**src/rtl/riscv_isa_pkg.sv**
```systemverilog
// Shared RV32I encoding constants, encoder FSM states and fault codes.
// U/J opcodes are always declared; their use is gated by UJ_FORMAT_EN in instr_packer.
package riscv_isa_pkg;

   localparam logic [6:0] OP_R     = 7'b0110011;
   localparam logic [6:0] OP_I     = 7'b0010011;
   localparam logic [6:0] OP_LOAD  = 7'b0000011;
   localparam logic [6:0] OP_S     = 7'b0100011;
   localparam logic [6:0] OP_SB    = 7'b1100011;
   localparam logic [6:0] OP_LUI   = 7'b0110111;
   localparam logic [6:0] OP_AUIPC = 7'b0010111;
   localparam logic [6:0] OP_JAL   = 7'b1101111;

   localparam logic [1:0] ERR_OPCODE = 2'b00;
   localparam logic [1:0] ERR_RANGE  = 2'b01;
   localparam logic [1:0] ERR_ALIGN  = 2'b10;
   localparam logic [1:0] ERR_OVF    = 2'b11;

   typedef enum logic [2:0] {StIdle, StEnc, StWrite, StDone, StError} state_e;

   // True when v[31:msb] are all equal, i.e. v fits a signed field whose sign bit is msb.
   function automatic logic fits_signed(input logic [31:0] v, input int unsigned msb);
      logic [31:0] mask;
      mask = 32'hffff_ffff << msb;
      return ((v & mask) == mask) || ((v & mask) == 32'h0);
   endfunction

endpackage

```
**src/rtl/instr_packer.sv**
```systemverilog
// Combinational RV32I field packer: fields + signed immediate -> {word, fault, code}.
// U/J formats (LUI, AUIPC, JAL) are only recognised when UJ_FORMAT_EN is defined.
module instr_packer
   import riscv_isa_pkg::*;
(
   input  logic [6:0]  opcode_i,
   input  logic [4:0]  rd_i,
   input  logic [4:0]  rs1_i,
   input  logic [4:0]  rs2_i,
   input  logic [2:0]  funct3_i,
   input  logic [6:0]  funct7_i,
   input  logic [31:0] imm_i,
   output logic [31:0] word_o,
   output logic        fault_o,
   output logic [1:0]  code_o
);

   always_comb begin
      word_o  = 32'h0;
      fault_o = 1'b0;
      code_o  = ERR_OPCODE;
      case (opcode_i)
         OP_R: word_o = {funct7_i, rs2_i, rs1_i, funct3_i, rd_i, opcode_i};
         OP_I, OP_LOAD: begin
            word_o = {imm_i[11:0], rs1_i, funct3_i, rd_i, opcode_i};
            if (!fits_signed(imm_i, 11)) begin
               fault_o = 1'b1;
               code_o  = ERR_RANGE;
            end
         end
         OP_S: begin
            word_o = {imm_i[11:5], rs2_i, rs1_i, funct3_i, imm_i[4:0], opcode_i};
            if (!fits_signed(imm_i, 11)) begin
               fault_o = 1'b1;
               code_o  = ERR_RANGE;
            end
         end
         OP_SB: begin
            word_o = {imm_i[12], imm_i[10:5], rs2_i, rs1_i, funct3_i, imm_i[4:1], imm_i[11],
                      opcode_i};
            // Range fault outranks the alignment fault.
            if (!fits_signed(imm_i, 12)) begin
               fault_o = 1'b1;
               code_o  = ERR_RANGE;
            end else if (imm_i[0]) begin
               fault_o = 1'b1;
               code_o  = ERR_ALIGN;
            end
         end
`ifdef UJ_FORMAT_EN
         OP_LUI, OP_AUIPC: begin
            word_o = {imm_i[31:12], rd_i, opcode_i};
            if (imm_i[11:0] != 12'h0) begin
               fault_o = 1'b1;
               code_o  = ERR_RANGE;
            end
         end
         OP_JAL: begin
            word_o = {imm_i[20], imm_i[10:1], imm_i[11], imm_i[19:12], rd_i, opcode_i};
            if (!fits_signed(imm_i, 20)) begin
               fault_o = 1'b1;
               code_o  = ERR_RANGE;
            end else if (imm_i[0]) begin
               fault_o = 1'b1;
               code_o  = ERR_ALIGN;
            end
         end
`endif
         default: begin
            fault_o = 1'b1;
            code_o  = ERR_OPCODE;
         end
      endcase
   end

endmodule

```
**src/rtl/imm_instr_encoder.sv**
```systemverilog
// Program loader: packs decoded fields into RV32I words and writes them to instruction memory.
// Define UJ_FORMAT_EN to also accept LUI/AUIPC/JAL.
module imm_instr_encoder
   import riscv_isa_pkg::*;
#(
   parameter int unsigned ADDR_W    = 8,
   parameter int unsigned BASE_ADDR = 0,
   parameter int unsigned DEPTH     = 256
) (
   input  logic              clk,
   input  logic              reset,
   input  logic              start,
   input  logic              in_valid,
   output logic              in_ready,
   input  logic [6:0]        in_opcode,
   input  logic [4:0]        in_rd,
   input  logic [4:0]        in_rs1,
   input  logic [4:0]        in_rs2,
   input  logic [2:0]        in_funct3,
   input  logic [6:0]        in_funct7,
   input  logic [31:0]       in_imm,
   input  logic              in_last,
   output logic              mem_we,
   output logic [ADDR_W-1:0] mem_addr,
   output logic [31:0]       mem_wdata,
   input  logic              mem_ready,
   output logic [ADDR_W:0]   count,
   output logic              done,
   output logic              err,
   output logic [1:0]        err_code
);

   localparam logic [ADDR_W-1:0] BaseAddr = ADDR_W'(BASE_ADDR);
   localparam logic [ADDR_W:0]   DepthCnt = (ADDR_W+1)'(DEPTH);

   state_e            state_q;
   logic [6:0]        op_q, f7_q;
   logic [4:0]        rd_q, rs1_q, rs2_q;
   logic [2:0]        f3_q;
   logic [31:0]       imm_q;
   logic              last_q;
   logic              we_q, done_q, err_q;
   logic [ADDR_W-1:0] addr_q;
   logic [31:0]       wdata_q;
   logic [ADDR_W:0]   count_q;
   logic [1:0]        code_q;

   logic [31:0] pk_word;
   logic        pk_fault;
   logic [1:0]  pk_code;
   logic        ovf;

   instr_packer u_packer (
      .opcode_i (op_q),
      .rd_i     (rd_q),
      .rs1_i    (rs1_q),
      .rs2_i    (rs2_q),
      .funct3_i (f3_q),
      .funct7_i (f7_q),
      .imm_i    (imm_q),
      .word_o   (pk_word),
      .fault_o  (pk_fault),
      .code_o   (pk_code)
   );

   // Word count tracks mem_addr - BASE_ADDR without wrapping when DEPTH fills the address space.
   assign ovf = (count_q == DepthCnt);

   always_ff @(posedge clk or posedge reset) begin
      if (reset) begin
         state_q <= StIdle;
         op_q    <= 7'h0;
         f7_q    <= 7'h0;
         rd_q    <= 5'h0;
         rs1_q   <= 5'h0;
         rs2_q   <= 5'h0;
         f3_q    <= 3'h0;
         imm_q   <= 32'h0;
         last_q  <= 1'b0;
         we_q    <= 1'b0;
         addr_q  <= BaseAddr;
         wdata_q <= 32'h0;
         count_q <= '0;
         done_q  <= 1'b0;
         err_q   <= 1'b0;
         code_q  <= ERR_OPCODE;
      end else if (start) begin
         state_q <= StIdle;
         we_q    <= 1'b0;
         addr_q  <= BaseAddr;
         count_q <= '0;
         done_q  <= 1'b0;
         err_q   <= 1'b0;
         code_q  <= ERR_OPCODE;
      end else begin
         case (state_q)
            StIdle: begin
               if (in_valid) begin
                  op_q    <= in_opcode;
                  f7_q    <= in_funct7;
                  rd_q    <= in_rd;
                  rs1_q   <= in_rs1;
                  rs2_q   <= in_rs2;
                  f3_q    <= in_funct3;
                  imm_q   <= in_imm;
                  last_q  <= in_last;
                  state_q <= StEnc;
               end
            end
            StEnc: begin
               if (ovf || pk_fault) begin
                  state_q <= StError;
                  err_q   <= 1'b1;
                  code_q  <= ovf ? ERR_OVF : pk_code;
               end else begin
                  state_q <= StWrite;
                  we_q    <= 1'b1;
                  wdata_q <= pk_word;
               end
            end
            StWrite: begin
               if (mem_ready) begin
                  we_q    <= 1'b0;
                  addr_q  <= addr_q + 1'b1;
                  count_q <= count_q + 1'b1;
                  if (last_q) begin
                     state_q <= StDone;
                     done_q  <= 1'b1;
                  end else begin
                     state_q <= StIdle;
                  end
               end
            end
            StDone, StError: ;
            default: state_q <= StIdle;
         endcase
      end
   end

   assign in_ready  = (state_q == StIdle) && !start;
   assign mem_we    = we_q;
   assign mem_addr  = addr_q;
   assign mem_wdata = wdata_q;
   assign count     = count_q;
   assign done      = done_q;
   assign err       = err_q;
   assign err_code  = code_q;

endmodule

```
**config.mk**
```make
export PLATFORM = sky130hd
export DESIGN_NAME = imm_instr_encoder
export DESIGN_NICKNAME = d
export VERILOG_FILES = /design/src/rtl/riscv_isa_pkg.sv /design/src/rtl/instr_packer.sv /design/src/rtl/imm_instr_encoder.sv
export SDC_FILE = /design/constraint.sdc
export NUM_CORES = 1
export LEC_CHECK = 0
export CAP_MARGIN = 20
export CORE_MARGIN = 2
export CORE_UTILIZATION = 45
export DETAILED_ROUTE_END_ITERATION = 7
export PLACE_DENSITY_LB_ADDON = 0.25
export RECOVER_POWER = 100
export SYNTH_ARGS = -nofsm -noshare
export SYNTH_HDL_FRONTEND = slang
export SYNTH_SLANG_ARGS = --single-unit
```
**constraint.sdc**
```tcl
create_clock -name clk -period 4.1 [get_ports clk]
set_input_delay 0.82 -clock clk [delete_from_list [all_inputs] [get_ports clk]]
set_output_delay 0.82 -clock clk [all_outputs]
set_load 0.005 [all_outputs]
```
==> results_dict.tcl, run 1 <==
set metrics [dict create \
    cts_tree "yes" \
    critPathMostFrequentCell "dlygate4sd3_1" \
    max_slew_margin -0.593 \
    synth_edf_count 0 \
    drt_iter0_markers 157 \
    hpwl_um 7690 \
    post_drt_wl_per_cell_um 16.8 \
    detail-route-antenna-nets 0 \
    worstSetupEndpointType "output pin" \
    grt_overflow 0 \
    whs_path_depth 1 \
    coreArea_mm2 0.0115 \
    violations "max-capacitance violations, max-slew violations" \
    drc_errors 0 \
    final_common_cell "dfrtp_1" \
    ctsResizeCount 0 \
    io_pins 125 \
    grt_pass1_wl_um 18900 \
    run_status "complete, but fails checks" \
    clkLatencyLatePin_ps 410 \
    place.gp.congestion 0.798 \
    hp-class "flop to flop" \
    hp-start "mem_wdata[1]$_DFFE_PP0P_" \
    setup_viol 0 \
    maxSlewViolCount 120 \
    hold_end "mem_wdata[1]$_DFFE_PP0P_" \
    htree_levels 4 \
    dieArea_mm2 0.0127 \
    layout_common_cells "dfrtp_1 (122), mux2_2 (70), clkdlybuf4s50_1 (67)" \
    initial_core_util 0.464 \
    wl_um 11400 \
    critPathKind "primary input to output pin" \
    fin_crit_ps 3200 \
    antennaDiodeCount 0 \
    rr_startpoint "state_q[0]$_DFFE_PP0P_" \
    p_leak_nw 3.34 \
    cts_root_buf "clkbuf_16" \
    period_share 0.780 \
    cp_cell_sequence "dlygate4sd3_1, nor4_1, dlygate4sd3_1" \
    worst_pin_slew_ps 2380 \
    synth_nets 465 \
    required_ps 3280 \
    p_per_area_mw_per_mm2 487 \
    cp_slowest_stage_delay_ps 630 \
    nets 595 \
    route.vias.total 3549 \
    timing.rr.end "imm_q[4]$_DFFE_PP0P_" \
    drv_cap 2 \
    cts_setup_buffers 0 \
    placed_area_mm2 0.00668 \
    place_inst 646 \
    cts.sinks 122 \
    final_area_mm2 0.00722 \
    grt_max_degree 70 \
    grt_pass1_vias 3700 \
    port-buffer-count 124 \
    fp.dieH_um 113 \
    async_flop_share 1.00 \
    start_kind "primary input" \
    synth_seq_area_share 0.574 \
    slowest_stage "dlygate4sd3_1" \
    ctsHoldBuffers 0 \
    synthFlopType "dfrtp_1" \
    rsz0062_at_grt "false" \
    syn_inst 392 \
    instances_no_fill 678 \
    die_w_um 113 \
    yosys_warnings 0 \
    numCtsBuffers 17 \
    reg2reg_depth 4 \
    netlist_area_mm2 0.00532 \
    hold_viol_final 0 \
    num_rows 39 \
    final_layout_size_suffix_gt1_frac 0.213 \
    cp.arrival_ps 2380 \
    cp_max_fo 2 \
    max_freq_ghz 0.313 \
    viasPerCell 5.23 \
    irDropWorstVdd_v 0.000226 \
    clock_path_buffers 2 \
    track_usage 0.190 \
    finClkSkew_ps 7.60 \
    synth_cell_types 46 \
    synth-seq-cells 122 \
    r2r_setup_slack_ps 1460 \
    path_clk_slew_ps 60 \
    fin_setup_tns_ps 0 \
    dr.pass1.iters 4 \
    antenna_found_initial 0 \
    syn_avg_cell_area_um2 13.6 \
    area_delta_synth_final_pct 35.7 \
]
[worst max-delay path, delay by kind of cell]
kind                   cells  cell delay, ps
and+or+nand+nor            1             380
buffers and inverters      2            1180
[layout make-up]
type                       instances  area (µm²)
fill                             913        4250
sequential                       122        3050
multi-input combinational        246        2050
timing repair buffer             128        1280
clock buffer                      18         439
clock inverter                    14         196
tap                              143         179
inverter                           7        27.5
[per-layer routing]
layer  GRT usage  part of all wire  up-vias
met5           0                 0        -
met4      0.0789             0.016        0
met3      0.0386             0.040       12
met2       0.304              0.49       84
met1       0.254              0.45     1779
li1            -                 -     1674
[Yosys cell counts (2+ instances only)]
| cell type | number | area share |
|---|---|---|
| mux2i_1 | 3 | 0.0056 |
| ha_1 | 3 | 0.0071 |
| mux2_2 | 70 | 0.15 |
| and2_1 | 3 | 0.0035 |
| buf_12 | 2 | 0.0075 |
| a21o_1 | 2 | 0.0028 |
| inv_1 | 7 | 0.0049 |
| dfrtp_1 | 122 | 0.57 |
| or2_2 | 2 | 0.0024 |
| nor2b_1 | 3 | 0.0035 |
| mux2_4 | 24 | 0.068 |
| or3_1 | 2 | 0.0024 |
| xnor2_1 | 3 | 0.0049 |
| a21oi_1 | 8 | 0.0075 |
| nand3_1 | 5 | 0.0047 |
| nor2_1 | 27 | 0.019 |
| clkbuf_1 | 11 | 0.0078 |
| buf_1 | 2 | 0.0014 |
| nand2b_1 | 5 | 0.0059 |
| nand4_1 | 8 | 0.0094 |
| buf_6 | 2 | 0.0042 |
| and3_1 | 3 | 0.0035 |
| o21ai_0 | 8 | 0.0075 |
| a22o_1 | 16 | 0.026 |
| xor2_1 | 10 | 0.016 |
| nor4_1 | 6 | 0.0071 |
| nand2_1 | 14 | 0.0099 |
| nor4b_1 | 3 | 0.0049 |
[where the power goes]
part           total (W)  internal, W  switching (W)
Clock            0.00159      0.00104       0.000554
Combinational   0.000418     0.000270       0.000148
Sequential       0.00151      0.00139       0.000122
Total            0.00352      0.00269       0.000825
[worst max path at each step]
stage          start                   end  slack (ps)  cells after the start
2_1_floorplan  reset  count[0]$_DFFE_PP0P_          40                      1
3_3_place_gp   start              in_ready        1070                      3
3_5_place_dp   start              in_ready        1050                      3
4_1_cts        start              in_ready        1050                      3
5_1_grt        start              in_ready         810                      3
6_report       start              in_ready         900                      3
[registers in the layout (all words and copies together), names as in the netlist]
signal	count
mem_addr	8
rd_q	5
op_q	7
err_code	2
done	1
state_q	3
last_q	1
f7_q	7
rs2_q	5
mem_wdata	32
rs1_q	5
imm_q	32
count	9
mem_we	1
f3_q	3
err	1
[per-stage QoR]
stage | hold WS [ps] | util | total power [W] | worst slack, ps
global route | 483 | 0.630 | 0.00367 | 813
floorplan | 459 | - | 0.00177 | 37.5
global placement | 449 | 0.583 | 0.00195 | 1070
CTS | 468 | 0.638 | 0.00358 | 1050
detailed placement | 454 | 0.583 | 0.00198 | 1050
finish | 459 | 0.630 | 0.00352 | 903
[cell families after synthesis]
kind of cell               count (synthesis)  synth area share
adders and majority gates                  3           0.00706
buffers and inverters                     24            0.0259
DFF                                      122             0.574
xor gates and xnor gates                  13            0.0214
muxes                                     97             0.222
AOI/OAI and AO/OA                         45            0.0621
and+or+nand+nor                           88            0.0880
(Power assumes the default switching activity.)
==> run 2: changes to the inputs <==
--- a/config.mk
+++ b/config.mk
@@ -7,7 +7,7 @@
 export LEC_CHECK = 0
 export CAP_MARGIN = 20
 export CORE_MARGIN = 2
-export CORE_UTILIZATION = 45
+export CORE_UTILIZATION = 50
 export DETAILED_ROUTE_END_ITERATION = 7
 export PLACE_DENSITY_LB_ADDON = 0.25
 export RECOVER_POWER = 100
==> constraint.sdc (replaced) <==
create_clock -name clk -period 3 [get_ports clk]
set_input_delay 0.6 -clock clk [delete_from_list [all_inputs] [get_ports clk]]
set_output_delay 0.6 -clock clk [all_outputs]
set_load 0.005 [all_outputs]
==> run 2 against run 1 <==
  * The run now ends clean
  * Worst setup slack got worse by 700 ps
  * Final cell count fell by 0.15%
  * Via count rose by 2.1%
  * Power rose by 35%
  * Sequential share of layout area barely moved
  * Combinational power rose by 36%
  * Wire length rose by 0.73%
  * Sequential power rose by 36%
  * Utilization rose by 7.0 points
  * Sequential cell count did not move
  * Critical endpoint unchanged
  * Largest power group unchanged
==> results_dict.tcl, run 2 (synthesis gave the netlist of run 1 again) <==
set metrics [dict create \
    place.gp.congestion 0.774 \
    num_rows 37 \
    viasPerCell 5.35 \
    crit_family "buffers and inverters" \
    cts.sinks 122 \
    dieArea_mm2 0.0115 \
    worst_pin_slew_ps 1290 \
    cp_slowest_stage_delay_ps 580 \
    fill_cells 749 \
    port-buffer-count 124 \
    fin_crit_ps 2800 \
    nets 601 \
    drv_cap 0 \
    antenna_found_initial 0 \
    slowest_stage "dlygate4sd3_1" \
    path_clk_slew_ps 60 \
    p_leak_nw 3.35 \
    maxSlewViolCount 0 \
    grt_pass1_vias 3818 \
    swShare 0.230 \
    initial_core_util 0.515 \
    cp_max_fo 3 \
    p_int_w 0.00365 \
    period_share 0.932 \
    rsz0062_at_grt "false" \
    dr.pass1.iters 4 \
    finClkSkew_ps 5.94 \
    setup_viol 0 \
    layout_common_cells "dfrtp_1 (122), mux2_2 (70), clkdlybuf4s50_1 (68)" \
    hpwl_um 7900 \
    ctsResizeCount 0 \
    comb_power_share 0.120 \
    post_drt_wl_per_cell_um 17.0 \
    ctsHoldBuffers 0 \
    irDropWorstVdd_v 0.000435 \
    antennaDiodeCount 0 \
    cts_tree "yes" \
    numCtsBuffers 17 \
    htree_levels 4 \
    run_status "finished, final reports clean" \
    final_layout_size_suffix_gt1_frac 0.222 \
    cp.arrival_ps 2200 \
    coreArea_mm2 0.0103 \
    max_slew_margin 0.142 \
    clkLatencyLatePin_ps 510 \
    clock_path_buffers 2 \
    route.vias.total 3623 \
    critPathKind "primary input to output pin" \
    start_kind "primary input" \
    area_delta_synth_final_pct 35.8 \
    grt_pass1_wl_um 19100 \
    grt_overflow 0 \
    required_ps 2400 \
    p_sw_w 0.00109 \
    final_common_cell "dfrtp_1" \
    drt_iter0_markers 128 \
    die_w_um 107 \
    placed_area_mm2 0.00674 \
    final_area_mm2 0.00722 \
    cts_root_buf "clkbuf_8" \
    fin_setup_tns_ps 0 \
    detail-route-antenna-nets 0 \
    wl_um 11500 \
    worstSetupEndpointType "output pin" \
    p_per_area_mw_per_mm2 656 \
    power_frac_clock 0.444 \
    drc_errors 0 \
    max_freq_ghz 0.358 \
    p_seq_frac 0.435 \
    cts_setup_buffers 0 \
    io_pins 125 \
    cp_cell_sequence "dlygate4sd3_1, nor4_1, clkdlybuf4s50_1" \
    track_usage 0.217 \
    critPathBufInv 2 \
    fp.dieH_um 107 \
    grt_max_degree 66 \
    hold_viol_final 0 \
    hp-class "flop to flop" \
]
## run 2: worst paths after layout
path                                          start                        end  slack (ps)  cells after the start
max in group asynchronous                     reset    mem_addr[2]$_DFFE_PP0P_         900                      3
setup reg to reg              imm_q[18]$_DFFE_PP0P_  mem_wdata[10]$_DFFE_PP0P_         410                      7
hold reg to reg            mem_wdata[1]$_DFFE_PP0P_   mem_wdata[1]$_DFFE_PP0P_         470                      1
hold / removal             mem_wdata[1]$_DFFE_PP0P_   mem_wdata[1]$_DFFE_PP0P_         470                      1
setup / recovery                              start                   in_ready         200                      3
min in group asynchronous                     reset      imm_q[17]$_DFFE_PP0P_         560                      2
## run 2: power groups by stage
stage / combinational [W] / sequential, W / clock, W
after global routing: 0.000624 / 0.00210 / 0.00223
after CTS: 0.000624 / 0.00207 / 0.00215
after global placement: 0.000597 / 0.00207 / 0
after floorplan: 0.000378 / 0.00204 / 0
after detailed placement: 0.000618 / 0.00209 / 0
final: 0.000570 / 0.00206 / 0.00211
## run 2: per-layer routing
metal | track usage | wire [µm] | up-vias
met5 | 0 | 0 | -
met1 | 0.278 | 4950 | 1822
met3 | 0.0693 | 675 | 22
li1 | - | - | 1684
met2 | 0.344 | 5640 | 95
met4 | 0.0835 | 214 | 0
## run 2: layout make-up
cell class / count / area, µm² / share of cell area
clock buffer: 20 / 445 / 0.0617
clock inverter: 12 / 171 / 0.0237
inverter: 7 / 27.5 / 0.00381
multi-input combinational: 246 / 2050 / 0.284
sequential: 122 / 3050 / 0.423
tap: 136 / 170 / 0.0236
timing repair buffer: 134 / 1300 / 0.180
## run 2: per-stage QoR
stage	std cells	utilization	worst slack, ps	hold slack, ps	power, W
after floorplan	392	-	776	459	0.00242
after global placement	645	0.653	347	449	0.00267
after detailed placement	645	0.653	311	458	0.00271
after CTS	677	0.713	299	399	0.00484
after global routing	677	0.700	120	493	0.00495
final	677	0.700	203	466	0.00474
## run 2: worst register-to-register path: stages, from the launching register on
cell and delay [ps]:
dfrtp_1 380, nand4_1 120, or3_4 420, o21ai_0 220, a21oi_2 120, or4_4 630
clkbuf_2 230, mux2_1 340
